### config.mk
export PLATFORM = sky130hd
export DESIGN_NAME = pipeline_sequencer
export DESIGN_NICKNAME = d
export VERILOG_FILES = /design/src/rtl/pipeline_sequencer.sv
export SDC_FILE = /design/constraint.sdc
export NUM_CORES = 1
export LEC_CHECK = 0
export ABC_AREA = 1
export ABC_CLOCK_PERIOD_IN_PS = 2500
export BUFFER_PORTS_ARGS = -buffer_cell sky130_fd_sc_hd__buf_4
export CAP_MARGIN = 15
export CORE_MARGIN = 2
export CORE_UTILIZATION = 42
export CTS_BUF_LIST = sky130_fd_sc_hd__clkbuf_4
export CTS_CLUSTER_SIZE = 14
export DETAILED_ROUTE_END_ITERATION = 6
export PLACE_DENSITY = 0.69
export SLEW_MARGIN = 20
export SYNTH_ARGS = -nofsm -noshare
export SYNTH_HDL_FRONTEND = slang
export SYNTH_SLANG_ARGS = --single-unit
### constraint.sdc
create_clock -name clock -period 2.5 [get_ports clock]
set_input_delay 0.375 -clock clock [delete_from_list [all_inputs] [get_ports clock]]
set_output_delay 0.375 -clock clock [all_outputs]
set_load 0.05 [all_outputs]
### src/rtl/pipeline_sequencer.sv
// ---------------------------------------------------------------------------
// pipeline_sequencer
//
// Execution controller for the 5-stage MIPS pipeline. Sequences continuous
// run, single-step, stop and HALT drain under debug-unit command, and merges
// hazard-unit stall and branch-flush requests into per-stage load enables,
// the IF/ID flush and the ID/EX bubble insert.
//
// Ports:
//   clock, reset          system clock, synchronous active-high reset
//   run_cmd_i             pulse: start continuous execution
//   step_cmd_i            pulse: execute exactly one pipeline cycle
//   stop_cmd_i            pulse: freeze pipeline (resumable)
//   halt_signal_i         HALT opcode present in ID
//   stall_i               load-use stall request
//   branch_taken_i        branch/jump resolved taken in ID
//   pc_write_o            PC load enable
//   if_dec_write_o        IF/ID load enable
//   pipe_enable_o         ID/EX, EX/MEM, MEM/WB load enable
//   if_dec_flush_o        clear IF/ID to NOP
//   dec_ex_bubble_o       load NOP control into ID/EX
//   step_done_o           pulse: step cycle executed
//   halted_o              program finished, pipeline drained
//   state_o               current state encoding
//   cycle_count_o         executed pipeline cycles (saturating)
// ---------------------------------------------------------------------------
module pipeline_sequencer #(
  parameter int NB_CYCLES    = 32,
  parameter int DRAIN_CYCLES = 4,
  parameter int NB_STATE     = 3
) (
  input  logic                 clock,
  input  logic                 reset,
  input  logic                 run_cmd_i,
  input  logic                 step_cmd_i,
  input  logic                 stop_cmd_i,
  input  logic                 halt_signal_i,
  input  logic                 stall_i,
  input  logic                 branch_taken_i,
  output logic                 pc_write_o,
  output logic                 if_dec_write_o,
  output logic                 pipe_enable_o,
  output logic                 if_dec_flush_o,
  output logic                 dec_ex_bubble_o,
  output logic                 step_done_o,
  output logic                 halted_o,
  output logic [NB_STATE-1:0]  state_o,
  output logic [NB_CYCLES-1:0] cycle_count_o
);

  typedef enum logic [2:0] {
    ST_IDLE   = 3'd0,
    ST_RUN    = 3'd1,
    ST_STEP   = 3'd2,
    ST_DRAIN  = 3'd3,
    ST_HALTED = 3'd4
  } state_t;

  localparam logic [3:0]           DRAIN_LOAD = 4'(DRAIN_CYCLES);
  localparam logic [NB_CYCLES-1:0] CNT_MAX    = {NB_CYCLES{1'b1}};
  localparam logic [NB_CYCLES-1:0] CNT_ONE    = {{(NB_CYCLES-1){1'b0}}, 1'b1};

  state_t               state_r;
  logic [3:0]           drain_cnt_r;
  logic [NB_CYCLES-1:0] cycle_cnt_r;

  logic pc_write_s;
  logic if_dec_write_s;
  logic pipe_enable_s;
  logic if_dec_flush_s;
  logic dec_ex_bubble_s;
  logic step_done_s;
  logic halted_s;
  logic hold_front_s;

  // A stall or a HALT in ID both freeze PC and IF/ID and push a bubble into ID/EX.
  assign hold_front_s = stall_i | halt_signal_i;

  // State sequencing and drain countdown.
  always_ff @(posedge clock) begin
    if (reset) begin
      state_r     <= ST_IDLE;
      drain_cnt_r <= 4'd0;
    end else begin
      case (state_r)
        ST_IDLE: begin
          if (run_cmd_i) begin
            state_r <= ST_RUN;
          end else if (step_cmd_i) begin
            state_r <= ST_STEP;
          end else begin
            state_r <= ST_IDLE;
          end
        end
        ST_RUN: begin
          if (halt_signal_i) begin
            state_r     <= ST_DRAIN;
            drain_cnt_r <= DRAIN_LOAD;
          end else if (stop_cmd_i) begin
            state_r <= ST_IDLE;
          end else begin
            state_r <= ST_RUN;
          end
        end
        ST_STEP: begin
          // A HALT seen during a step still drains to completion.
          if (halt_signal_i) begin
            state_r     <= ST_DRAIN;
            drain_cnt_r <= DRAIN_LOAD;
          end else begin
            state_r <= ST_IDLE;
          end
        end
        ST_DRAIN: begin
          // Leaving on count 1 makes DRAIN last exactly DRAIN_CYCLES cycles.
          if (drain_cnt_r <= 4'd1) begin
            state_r     <= ST_HALTED;
            drain_cnt_r <= 4'd0;
          end else begin
            drain_cnt_r <= drain_cnt_r - 4'd1;
          end
        end
        ST_HALTED: begin
          state_r <= ST_HALTED;
        end
        default: begin
          state_r     <= ST_IDLE;
          drain_cnt_r <= 4'd0;
        end
      endcase
    end
  end

  // Executed-cycle counter: counts every advancing or draining cycle, saturates.
  always_ff @(posedge clock) begin
    if (reset) begin
      cycle_cnt_r <= {NB_CYCLES{1'b0}};
    end else if (pipe_enable_s && (cycle_cnt_r != CNT_MAX)) begin
      cycle_cnt_r <= cycle_cnt_r + CNT_ONE;
    end else begin
      cycle_cnt_r <= cycle_cnt_r;
    end
  end

  // Per-state decode of pipeline controls; no added latency on hazard inputs.
  always_comb begin
    pc_write_s      = 1'b0;
    if_dec_write_s  = 1'b0;
    pipe_enable_s   = 1'b0;
    if_dec_flush_s  = 1'b0;
    dec_ex_bubble_s = 1'b0;
    step_done_s     = 1'b0;
    halted_s        = 1'b0;
    case (state_r)
      ST_IDLE: begin
        pipe_enable_s = 1'b0;
      end
      ST_RUN, ST_STEP: begin
        pipe_enable_s   = 1'b1;
        pc_write_s      = ~hold_front_s;
        if_dec_write_s  = ~hold_front_s;
        dec_ex_bubble_s = hold_front_s;
        // Stall wins over flush: the branch re-resolves once the stall clears.
        if_dec_flush_s  = branch_taken_i & ~hold_front_s;
        step_done_s     = (state_r == ST_STEP);
      end
      ST_DRAIN: begin
        pipe_enable_s   = 1'b1;
        dec_ex_bubble_s = 1'b1;
      end
      ST_HALTED: begin
        halted_s = 1'b1;
      end
      default: begin
        pipe_enable_s = 1'b0;
      end
    endcase
  end

  assign pc_write_o      = pc_write_s;
  assign if_dec_write_o  = if_dec_write_s;
  assign pipe_enable_o   = pipe_enable_s;
  assign if_dec_flush_o  = if_dec_flush_s;
  assign dec_ex_bubble_o = dec_ex_bubble_s;
  assign step_done_o     = step_done_s;
  assign halted_o        = halted_s;
  assign state_o         = NB_STATE'(state_r);
  assign cycle_count_o   = cycle_cnt_r;

endmodule

==> results of run 1 <==
cell usage in the layout, fill, tap and decap left out, types with 5 or more instances in the layout:
master | netlist | routed
nand2_1 | 140 | 140
nor3_1 | 7 | 7
nand3_1 | 17 | 17
buf_4 | 1 | 51
o21ai_0 | 7 | 7
nor2_1 | 74 | 74
xnor2_1 | 5 | 5
inv_1 | 43 | 43
a21oi_1 | 24 | 24
xor2_1 | 10 | 10
nand4_1 | 9 | 9
clkbuf_4 | 0 | 5
dfxtp_1 | 39 | 39
layer usage:
| layer | part of all wire [%] | vias up | global-route usage (%) | routed length, um |
|---|---|---|---|---|
| li1 | - | 1363 | - | - |
| met1 | 45 | 1130 | 25.3 | 2830 |
| met2 | 45 | 77 | 34.8 | 2790 |
| met3 | 8.0 | 11 | 5.06 | 500 |
| met4 | 1.8 | 0 | 6.44 | 113 |
| met5 | 0 | - | 0 | 0 |
layout make-up:
class	instances	area (um^2)	share of cell area (%)
multi-input combinational	314	1450	49.1
clock inverter	3	38.8	1.32
timing repair buffer	51	383	13.0
tap	72	90.1	3.06
clock buffer	5	37.5	1.28
sequential	39	781	26.6
inverter	44	165	5.62
sequential cells by signal (all words and copies together), names as in the netlist:
register / cells
drain_cnt_r: 4
cycle_count_o: 32
state_o: 3
critical path, cell delays in order (launching register included):
cell	delay [ns]
dfxtp_1	0.44
ha_1	0.23
nand2_2	0.08
nor2_4	0.17
nand2_2	0.12
nor2_4	0.15
nand2_2	0.18
nand2_4	0.23
inv_2	0.20
nand2_1	0.13
a21oi_1	0.06
power by group:
part | internal [mW] | switching, mW | total, mW
Sequential | 0.642 | 0.0246 | 0.667
Combinational | 0.100 | 0.254 | 0.354
Clock | 0.206 | 0.214 | 0.419
Total | 0.948 | 0.492 | 1.44
metrics by stage:
stage	setup slack [ns]	utilization [%]	power (mW)
2_1_floorplan	0.0350	-	0.964
3_5_place_dp	0.422	51.4	1.03
6_report	0.382	52.7	1.44
3_3_place_gp	0.489	51.4	1.03
5_1_grt	0.174	52.7	1.52
4_1_cts	0.397	52.7	1.45
cells by family after synthesis:
group           after synthesis  share of synthesized area (%)
buf+inv                      55                           9.85
flops                        39                           31.7
compound gates               36                           7.67
xor+xnor                     15                           5.33
fa+ha+maj                     3                           1.52
simple gates                260                           43.9
worst max path at each step:
stage / startpoint / endpoint / cells past startpoint
finish: cycle_count_o[0] / cycle_count_o[31] / 10
detailed placement: cycle_count_o[0] / cycle_count_o[31] / 10
CTS: cycle_count_o[0] / cycle_count_o[31] / 10
global placement: cycle_count_o[0] / cycle_count_o[30] / 10
global route: cycle_count_o[0] / cycle_count_o[15] / 10
floorplan: state_o[1] / pc_write_o / 5
==> impl_results.md, run 1 <==
- Status: finished, final reports clean
- Clock Sinks: 39
- Setup TNS: 0 ns
- Worst Hold Path Cells: 3
- Synth warn: 0
- Worst Path Max Fanout: 23
- Routability cong.: around 0.86
- Total core area: 5570 um^2
- Worst-skew pair later-pin latency: approximately 0.35 ns
- Syn Nets: 419
- Count leader, synth: nand2_1
- # hold bufs at CTS: 0
- CTS tree: yes
- Slew Limit Headroom: between 60% and 70%
- Min-delay src: stop_cmd_i
- Reg2reg setup slack: 0.38 ns
- Hold slack: between 0.3 and 0.4 ns
- Final Hold Violating Endpoints: 0
- Worst-path clk slew: 0.12 ns
- Reg2reg start: cycle_count_o[0]
- CP startpoint kind: flop
- Vias in the first global route: around 2400
- Final #Nets: around 470
- Tcrit/Tclk final: between 80 and 90%
- Post-Layout Cell Count: 528
- Die H: 80.6 um
- MaxCap Viol Count: 0
- Worst path required time: ~2.7 ns
- Initial core utilization: 44.2%
- Rows: 27
- IO Pins: 50
- Maximum VDD drop: around 250 uV
- P_leak: between 1 and 1.5 nW
- Hpwl dp: 4770 um
- Netlist Area Pre-Place: 2460 um^2
- Most used DFF post-synth: dfxtp_1
- WP data arrival: approximately 2.4 ns
- Final Cell Area: 2940 um^2
- Setup violations, final: 0
- Post-synth EDFFs: 0
- Area grow syn2layout: 19.3%
- FMAX: 472 MHz
- Root Driver: clkbuf_4
- First-pass GRT wire length: 10400 um
- CTS H-tree depth: 2
- WL/cell: 11.8 um
- Yosys reg bits: 39
- Area after DPL: 2860 um^2
- Kind of end point of the critical path: flop
- Synth area leader: dfxtp_1
- Syn Inst Count: 408
- RSZ-0062 raised after global routing: false
- Kind of critical path: flop to flop
- RR Endpoint: cycle_count_o[31]
- Worst Clk Skew: about 0.0058 ns
- CTS buffer count: 5
- Post-CTS Resized: 0
- Initial antenna violation count: 0
- Hold EP: state_o[0]
- Syn_area_per_cell: slightly above 6 um^2
- DIE AREA: 6490 um^2
- Clock Path Buffers: 2
- Die X: slightly above 80 um
- Synth unique cells: 28
- Slew @ Worst Pin: 0.450 ns
- Total Routing Usage GR: 20.5%
- Placed Cells: 520
- Synth async-reset ratio: 0%
- Port buffer count: 49
- Vias per inst: 4.89
- PwrDens: approximately 500 nW/um^2
- Drt initial violations: 169
- Antenna diode count: 0
- Routed Antenna Nets: 0
- Top cells by area, synth: dfxtp_1 (32%), nand2_1 (21%), nor2_1 (11%)
- Pin count of the biggest net entering global routing: 30
- DR pass1 iterations: 4
- Post-route DRC: 0
- FILL cells: 600
- Fin crit period: 2.12 ns
- Detailed Route WL: 6240 um
- Share of the synthesized area in the top cell type: 31.7%
- Hold WC Path Type: input pin to flop
- Setup bufs post-CTS: 0
- Register area share after synthesis: 31.7%
- Top cells by count, synth: nand2_1 (140), nor2_1 (74), inv_1 (43), dfxtp_1 (39), a21oi_1 (24)
- Remaining Overflow, GRT: 0
- R2R cell count: 10
- Routed vias: 2581
- Final Max Slew Viols: 0
- Layout cells sized above 1: around 15%
Note: power is estimated with default switching activity, not from simulation.
==> run 2: changes to the inputs <==
--- a/config.mk
+++ b/config.mk
@@ -5,8 +5,8 @@
 export SDC_FILE = /design/constraint.sdc
 export NUM_CORES = 1
 export LEC_CHECK = 0
-export ABC_AREA = 1
-export ABC_CLOCK_PERIOD_IN_PS = 2500
+export ABC_AREA = 0
+export ABC_CLOCK_PERIOD_IN_PS = 2200
 export BUFFER_PORTS_ARGS = -buffer_cell sky130_fd_sc_hd__buf_4
 export CAP_MARGIN = 15
 export CORE_MARGIN = 2
@@ -14,7 +14,7 @@
 export CTS_BUF_LIST = sky130_fd_sc_hd__clkbuf_4
 export CTS_CLUSTER_SIZE = 14
 export DETAILED_ROUTE_END_ITERATION = 6
-export PLACE_DENSITY = 0.69
+export PLACE_DENSITY = 0.7
 export SLEW_MARGIN = 20
 export SYNTH_ARGS = -nofsm -noshare
 export SYNTH_HDL_FRONTEND = slang
==> constraint.sdc (replaced) <==
create_clock -name clock -period 2.2 [get_ports clock]
set_input_delay 0.33 -clock clock [delete_from_list [all_inputs] [get_ports clock]]
set_output_delay 0.33 -clock clock [all_outputs]
set_load 0.05 [all_outputs]
==> run 2 against run 1 <==
Effect of this change:
- non-clock buffer count is 6 higher
- flip-flop and latch count is the same
- register-to-register slack lost 0.15 ns
- setup slack got worse by 0.15 ns
- clock skew rose by 0.0034 ns
- critical path depth decreased by 4
- critical path type unchanged
- utilization increased by 2.0 points
==> impl_results.md, run 2 <==
- Status: finished, final reports clean
- MaxCap Viol Count: 0 (unchanged)
- Final Max Slew Viols: 0 (unchanged)
- Critical Path Sink: cycle_count_o[30]
- Most used DFF post-synth: dfxtp_1
- Area grow syn2layout: 24.5%
- Routability cong.: 0.764 (-11%)
- CTS H-tree depth: 2 (unchanged)
- Initial antenna violation count: 0 (unchanged)
- DR pass1 iterations: 4 (unchanged)
- P_leak: 0.952 nW (-19%)
- Die H: 74.6 um (-7.5%)
- Top cells by area, synth: dfxtp_1 (37%), a21oi_1 (7.9%), or3_1 (6.0%)
- Largest register FFs: 32 (unchanged)
- Synth warn: 0 (unchanged)
- Setup bufs post-CTS: 0 (unchanged)
- # hold bufs at CTS: 0 (unchanged)
- Reg2reg setup slack: 0.23 ns (-0.15 ns)
- Crit path from: cycle_count_o[0]
- Worst path required time: 2.48 ns (-0.26 ns)
- Syn_area_per_cell: 8.14 um^2 (+35%)
- Tot Pwr: 1.51 mW (+4.7%)
- RSZ-0062 raised after global routing: false
- Final Cell Area: 2600 um^2 (-11%)
- Rows: 25 (-7.4%)
- Kind of critical path: flop to flop
- Tcrit/Tclk final: 89.5% (+4.8 points)
- Hpwl dp: 3440 um (-28%)
- Netlist Area Pre-Place: 2090 um^2 (-15%)
- Routed vias: 2056 (-20%)
- Clock Path Buffers: 2 (unchanged)
- Hold slack: 0.251 ns (-0.0993 ns)
- Grt met2 use: 28.0% (-6.8 points)
- CP startpoint kind: flop
- Final Hold Violating Endpoints: 0 (unchanged)
- Worst Clk Skew: 0.00919 ns (+0.00344 ns)
- Pin count of the biggest net entering global routing: 42 (+40%)
- Placed Cells: 370 (-29%)
- CTS buffer count: 5 (unchanged)
- Vias in the first global route: 1702 (-28%)
- Setup TNS: 0 ns (unchanged)
- Root Driver: clkbuf_4
- Drt initial violations: 120 (-29%)
- Clock Sinks: 39 (unchanged)
- Kind of end point of the critical path: flop
- Fin crit period: 1.97 ns (-0.149 ns)
- Top cells by count, synth: dfxtp_1 (39), a21oi_1 (33), nor2_1 (21), or3_1 (20), o21ai_0 (18)
- Post-CTS Resized: 0 (unchanged)
- PwrDens: 579 nW/um^2 (+18%)
- WL/cell: 12.6 um (+6.6%)
- Slew Limit Headroom: 66.1% (-3.7 points)
- Final core occ: 54.7% (+2.0 points)
- Count leader, synth: dfxtp_1
- Slew @ Worst Pin: 0.504 ns (+0.0547 ns)
- Post-synth EDFFs: 0 (unchanged)
- Post-route DRC: 0 (unchanged)
- First-pass GRT wire length: 7730 um (-26%)
- Syn Nets: 268 (-36%)
- Remaining Overflow, GRT: 0 (unchanged)
- Synth area leader: dfxtp_1
- Setup violations, final: 0 (unchanged)
- Layout cells sized above 1: 25.2% (+10 points)
- Final #Nets: 321 (-31%)
- R2R cell count: 6 (-4)
- FMAX: 508 MHz (+7.6%)
- Port buffer count: 49 (unchanged)
- Total Routing Usage GR: 17.6% (-2.9 points)
- GR Layer Usage met3: 4.20% (-0.86 points)
- Maximum VDD drop: 397 uV (+59%)
- Share of the synthesized area in the top cell type: 37.3% (+5.7 points)
- RR Endpoint: cycle_count_o[30]
- Post-place setup slack: 0.245 ns (-0.177 ns)
- Syn Inst Count: 257 (-37%)
- Yosys reg bits: 39 (unchanged)
- Commonest non-fill, non-tap cell in the layout: buf_4
- CTS tree: yes
- Vias per inst: 5.45 (+12%)
- Hold WC Path Type: input pin to flop
- Initial core utilization: 44.0% (-0.22 points)
- DIE AREA: 5560 um^2 (-14%)
- Total core area: 4750 um^2 (-15%)
- Met1 Use GR: 23.8% (-1.5 points)
- Worst Path Max Fanout: 9 (-61%)
- Detailed Route WL: 4750 um (-24%)
- Synth async-reset ratio: 0% (unchanged)
- Routed Antenna Nets: 0 (unchanged)
- Area after DPL: 2560 um^2 (-11%)
- Register area share after synthesis: 37.3% (+5.7 points)
- Worst-path clk slew: 0.11 ns (about the same)
- Synth unique cells: 45 (+61%)
- Reg2reg start: cycle_count_o[0]
- GRT busiest layer: met2
- Commonest non-fill, non-tap cells in the layout: buf_4 (57), dfxtp_1 (35), a21oi_1 (33)
- Antenna diode count: 0 (unchanged)
- Die X: 74.6 um (-7.5%)
- Post-route worst setup slack: 0.231 ns (-0.151 ns)
- WP data arrival: 2.25 ns (-0.11 ns)
- Post-Layout Cell Count: 377 (-29%)
- Worst-skew pair later-pin latency: 0.34 ns (about the same)
- IO Pins: 50 (unchanged)
==> run 2: cell types whose count changed in the layout (fill, tap and decap cells not counted), moves of 6 or more <==
| cell | change |
|---|---|
| xor2_1 | -8 |
| inv_1 | -35 |
| or4_1 | +7 |
| o21ai_0 | +11 |
| nor2_1 | -53 |
| or3_1 | +20 |
| o31ai_1 | +7 |
| buf_4 | +6 |
| nand3_1 | -6 |
| nand2_1 | -123 |
| a21oi_1 | +9 |
| and4_1 | +6 |
==> run 2: metal layers <==
metal  vias to the layer above  share of wire [%]
met1                       942                 47
met2                        47                 47
met5                         -                  0
met3                         5                5.5
li1                       1062                  -
met4                         0                1.3
==> run 2: kinds of logic after synthesis <==
kind of cell / after synthesis / share of synthesized area, %
adder cells (fa/ha/maj): 3 / 1.80
AO/OA/AOI/OAI: 79 / 22.9
XOR/XNOR: 5 / 2.09
multiplexers: 1 / 0.479
AND/OR/NAND/NOR: 111 / 30.5
buffers and inverters: 19 / 4.97
flip-flops: 39 / 37.3
==> run 2: how the worst min path moves through the flow <==
stage | from | end | cells after the start
finish | step_cmd_i | state_o[1] | 3
global route | step_cmd_i | state_o[1] | 3
CTS | step_cmd_i | state_o[1] | 3
detailed placement | cycle_count_o[31] | cycle_count_o[31] | 2
global placement | cycle_count_o[29] | cycle_count_o[29] | 2
floorplan | step_cmd_i | state_o[1] | 2
==> run 2: report_power, final <==
part	switching, mW	leakage, nW	internal [mW]
Combinational	0.282	0.607	0.137
Clock	0.223	0.0285	0.113
Sequential	0.0210	0.316	0.731
==> run 2: layout make-up <==
class / instances / area [um^2]
fill: 468 / 2150
clock buffer: 5 / 37.5
multi-input combinational: 199 / 1230
clock inverter: 2 / 8.76
timing repair buffer: 57 / 428
sequential: 39 / 786
inverter: 8 / 30.0
tap: 67 / 83.8
==> run 2: critical path, stage by stage, from the launching register on <==
cell and delay [ns]:
dfxtp_2 0.39, ha_1 0.26, inv_1 0.11, nor3_2 0.31, nand4_1 0.31, or3_1 0.39, a21oi_1 0.15
==> run 3: changes to the inputs <==
--- a/config.mk
+++ b/config.mk
@@ -5,7 +5,7 @@
 export SDC_FILE = /design/constraint.sdc
 export NUM_CORES = 1
 export LEC_CHECK = 0
-export ABC_AREA = 0
+export ABC_AREA = 1
 export ABC_CLOCK_PERIOD_IN_PS = 2200
 export BUFFER_PORTS_ARGS = -buffer_cell sky130_fd_sc_hd__buf_4
 export CAP_MARGIN = 15
@@ -14,8 +14,7 @@
 export CTS_BUF_LIST = sky130_fd_sc_hd__clkbuf_4
 export CTS_CLUSTER_SIZE = 14
 export DETAILED_ROUTE_END_ITERATION = 6
-export PLACE_DENSITY = 0.7
-export SLEW_MARGIN = 20
+export PLACE_DENSITY = 0.69
 export SYNTH_ARGS = -nofsm -noshare
 export SYNTH_HDL_FRONTEND = slang
 export SYNTH_SLANG_ARGS = --single-unit
==> run 3 against run 2 <==
Effect of this change:
- final area is 14% higher
- via count increased by 28%
- combinational power hardly changed
- critical path depth grew 4
- utilization shrank 1.6 points
- clock skew down 0.00050 ns
- die area increased by 17%
- hold slack better by 0.048 ns
- routed wire length grew 35%
- flip-flop and latch count is the same
- sequential power hardly changed
- power is 2.2% higher
==> impl_results.md, run 3 (synthesized netlist as in run 1, its figures left out) <==
- Final #Nets: 470 (+46%)
- CTS buffer count: 5 (unchanged)
- Layout cells sized above 1: 15.7% (-9.5 points)
- First-pass GRT wire length: 10700 um (+39%)
- Status: finished, final reports clean
- Hpwl dp: 4970 um (+45%)
- Switch share: 36.2% (+1.3 points)
- CTS tree: yes
- Logic pwr share: 27.2% (-0.6 points)
- Net Switching: 0.557 mW (+5.9%)
- Register share of total power: 48.9% (-1.0 points)
- Crit path from: cycle_count_o[1]
- CTS H-tree depth: 2 (unchanged)
- Worst Clk Skew: 0.00869 ns (-0.000502 ns)
- Slew @ Worst Pin: 0.399 ns (-0.105 ns)
- Die X: 80.6 um (+8.1%)
- Reg2reg start: cycle_count_o[1]
- WL/cell: 12.0 um (-4.5%)
- CP startpoint kind: flop
- R2R cell count: 10 (+4)
- Vias per inst: 4.94 (-9.4%)
- Worst Path Max Fanout: 15 (+6)
- P_leak: 1.20 nW (+26%)
- Detailed Route WL: 6400 um (+35%)
- Pin count of the biggest net entering global routing: 30 (-29%)
- Largest register FFs: 32 (unchanged)
- Antenna diode count: 0 (unchanged)
- Maximum VDD drop: 282 uV (-29%)
- Routed vias: 2628 (+28%)
- Setup bufs post-CTS: 0 (unchanged)
- MaxCap Viol Count: 0 (unchanged)
- Post-route DRC: 0 (unchanged)
- Vias in the first global route: 2375 (+40%)
- Hold EP: state_o[0]
- Rows: 27 (+8.0%)
- Initial core utilization: 44.2% (+0.22 points)
- Kind of end point of the critical path: flop
- Worst path required time: 2.49 ns (about the same)
- Routed Antenna Nets: 0 (unchanged)
- Worst-path clk slew: 0.12 ns (about the same)
- Setup violations, final: 0 (unchanged)
- PwrDens: 520 nW/um^2 (-10%)
- Remaining Overflow, GRT: 0 (unchanged)
- # hold bufs at CTS: 0 (unchanged)
- Commonest non-fill, non-tap cell in the layout: nand2_1
- Root Driver: clkbuf_4
- Pint: 0.983 mW (+0.21%)
- Tcrit/Tclk final: 90.1% (+0.59 points)
- Clock network fraction of total power: 23.9% (+1.6 points)
- Initial antenna violation count: 0 (unchanged)
- Slew Limit Headroom: 73.3% (+7.2 points)
- DR pass1 iterations: 4 (unchanged)
- Routability cong.: 0.865 (+13%)
- Worst Hold Path Cells: 3 (unchanged)
- Port buffer count: 49 (unchanged)
- Hold WC Path Type: input pin to flop
- IO Pins: 50 (unchanged)
- Area grow syn2layout: 20.3%
- Total Routing Usage GR: 21.1% (+3.5 points)
- Worst-skew pair later-pin latency: 0.35 ns (about the same)
- Tot Pwr: 1.54 mW (+2.2%)
- FMAX: 505 MHz (-0.65%)
- Clock Sinks: 39 (unchanged)
- Setup TNS: 0 ns (unchanged)
- Reg2reg setup slack: 0.22 ns (about the same)
- Clock Path Buffers: 2 (unchanged)
- Drt initial violations: 177 (+48%)
- DIE AREA: 6490 um^2 (+17%)
- RSZ-0062 raised after global routing: false
- RR Endpoint: cycle_count_o[14]
- Die H: 80.6 um (+8.1%)
- Final Hold Violating Endpoints: 0 (unchanged)
- Min-delay src: stop_cmd_i
- WP data arrival: 2.27 ns (+0.02 ns)
- Fin crit period: 1.98 ns (+0.0130 ns)
- Total core area: 5570 um^2 (+17%)
- Final Max Slew Viols: 0 (unchanged)
- Commonest non-fill, non-tap cells in the layout: nand2_1 (140), nor2_1 (73), buf_4 (55)
- Kind of critical path: flop to flop
-- run 3: worst max path at each step --
stage,to,slack (ns)
2_1_floorplan,pc_write_o,0.04
3_3_place_gp,cycle_count_o[30],0.26
3_5_place_dp,cycle_count_o[15],0.14
4_1_cts,cycle_count_o[15],0.11
5_1_grt,cycle_count_o[31],0.02
6_report,cycle_count_o[14],0.22
-- run 3: metrics by stage --
| step | worst slack (ns) | util [%] | instances | hold WS (ns) | cell area, um^2 |
|---|---|---|---|---|---|
| after floorplan | 0.0431 | - | 408 | 0.458 | 2470 |
| after global placement | 0.258 | 52.0 | 524 | 0.471 | 2900 |
| after detailed placement | 0.138 | 52.0 | 524 | 0.493 | 2900 |
| after CTS | 0.107 | 52.9 | 532 | 0.280 | 2950 |
| after global routing | 0.0172 | 53.2 | 532 | 0.272 | 2960 |
| final | 0.218 | 53.2 | 532 | 0.299 | 2960 |
-- run 3: metal layers --
metal	track usage [%]	up-vias	routed length [um]
li1	-	1379	-
met1	26.7	1171	2880
met2	36.2	71	3040
met3	4.49	7	408
met4	5.76	0	70
met5	0	-	0
-- run 3: timing repair --
action | in CTS | in global routing
gates resized for setup | 0 | 2
endpoints found under the hold margin | 0 | 0
setup endpoints to repair | 0 | 23
-- run 3: power by group through the flow --
stage,clock network (mW),logic (mW),registers [mW]
floorplan,0,0.275,0.820
global placement,0,0.409,0.768
detailed placement,0,0.415,0.769
CTS,0.380,0.416,0.753
global route,0.412,0.456,0.757
finish,0.368,0.419,0.753
-- run 3: final cells by class --
cell class | instances | area (um^2)
clock buffer | 6 | 45.0
clock inverter | 2 | 7.51
fill | 589 | 2610
inverter | 44 | 165
multi-input combinational | 314 | 1460
sequential | 39 | 781
tap | 72 | 90.1
timing repair buffer | 55 | 413
-- run 3: critical path, cell delays in order, from the launching register on --
cell and delay, ns:
dfxtp_1 0.41, ha_1 0.24, nand2_2 0.08, nor2_4 0.17
nand2_2 0.12, nor2_4 0.17, nand2_4 0.14, nand2_8 0.14
buf_4 0.21, nand2_1 0.07, a21oi_1 0.16
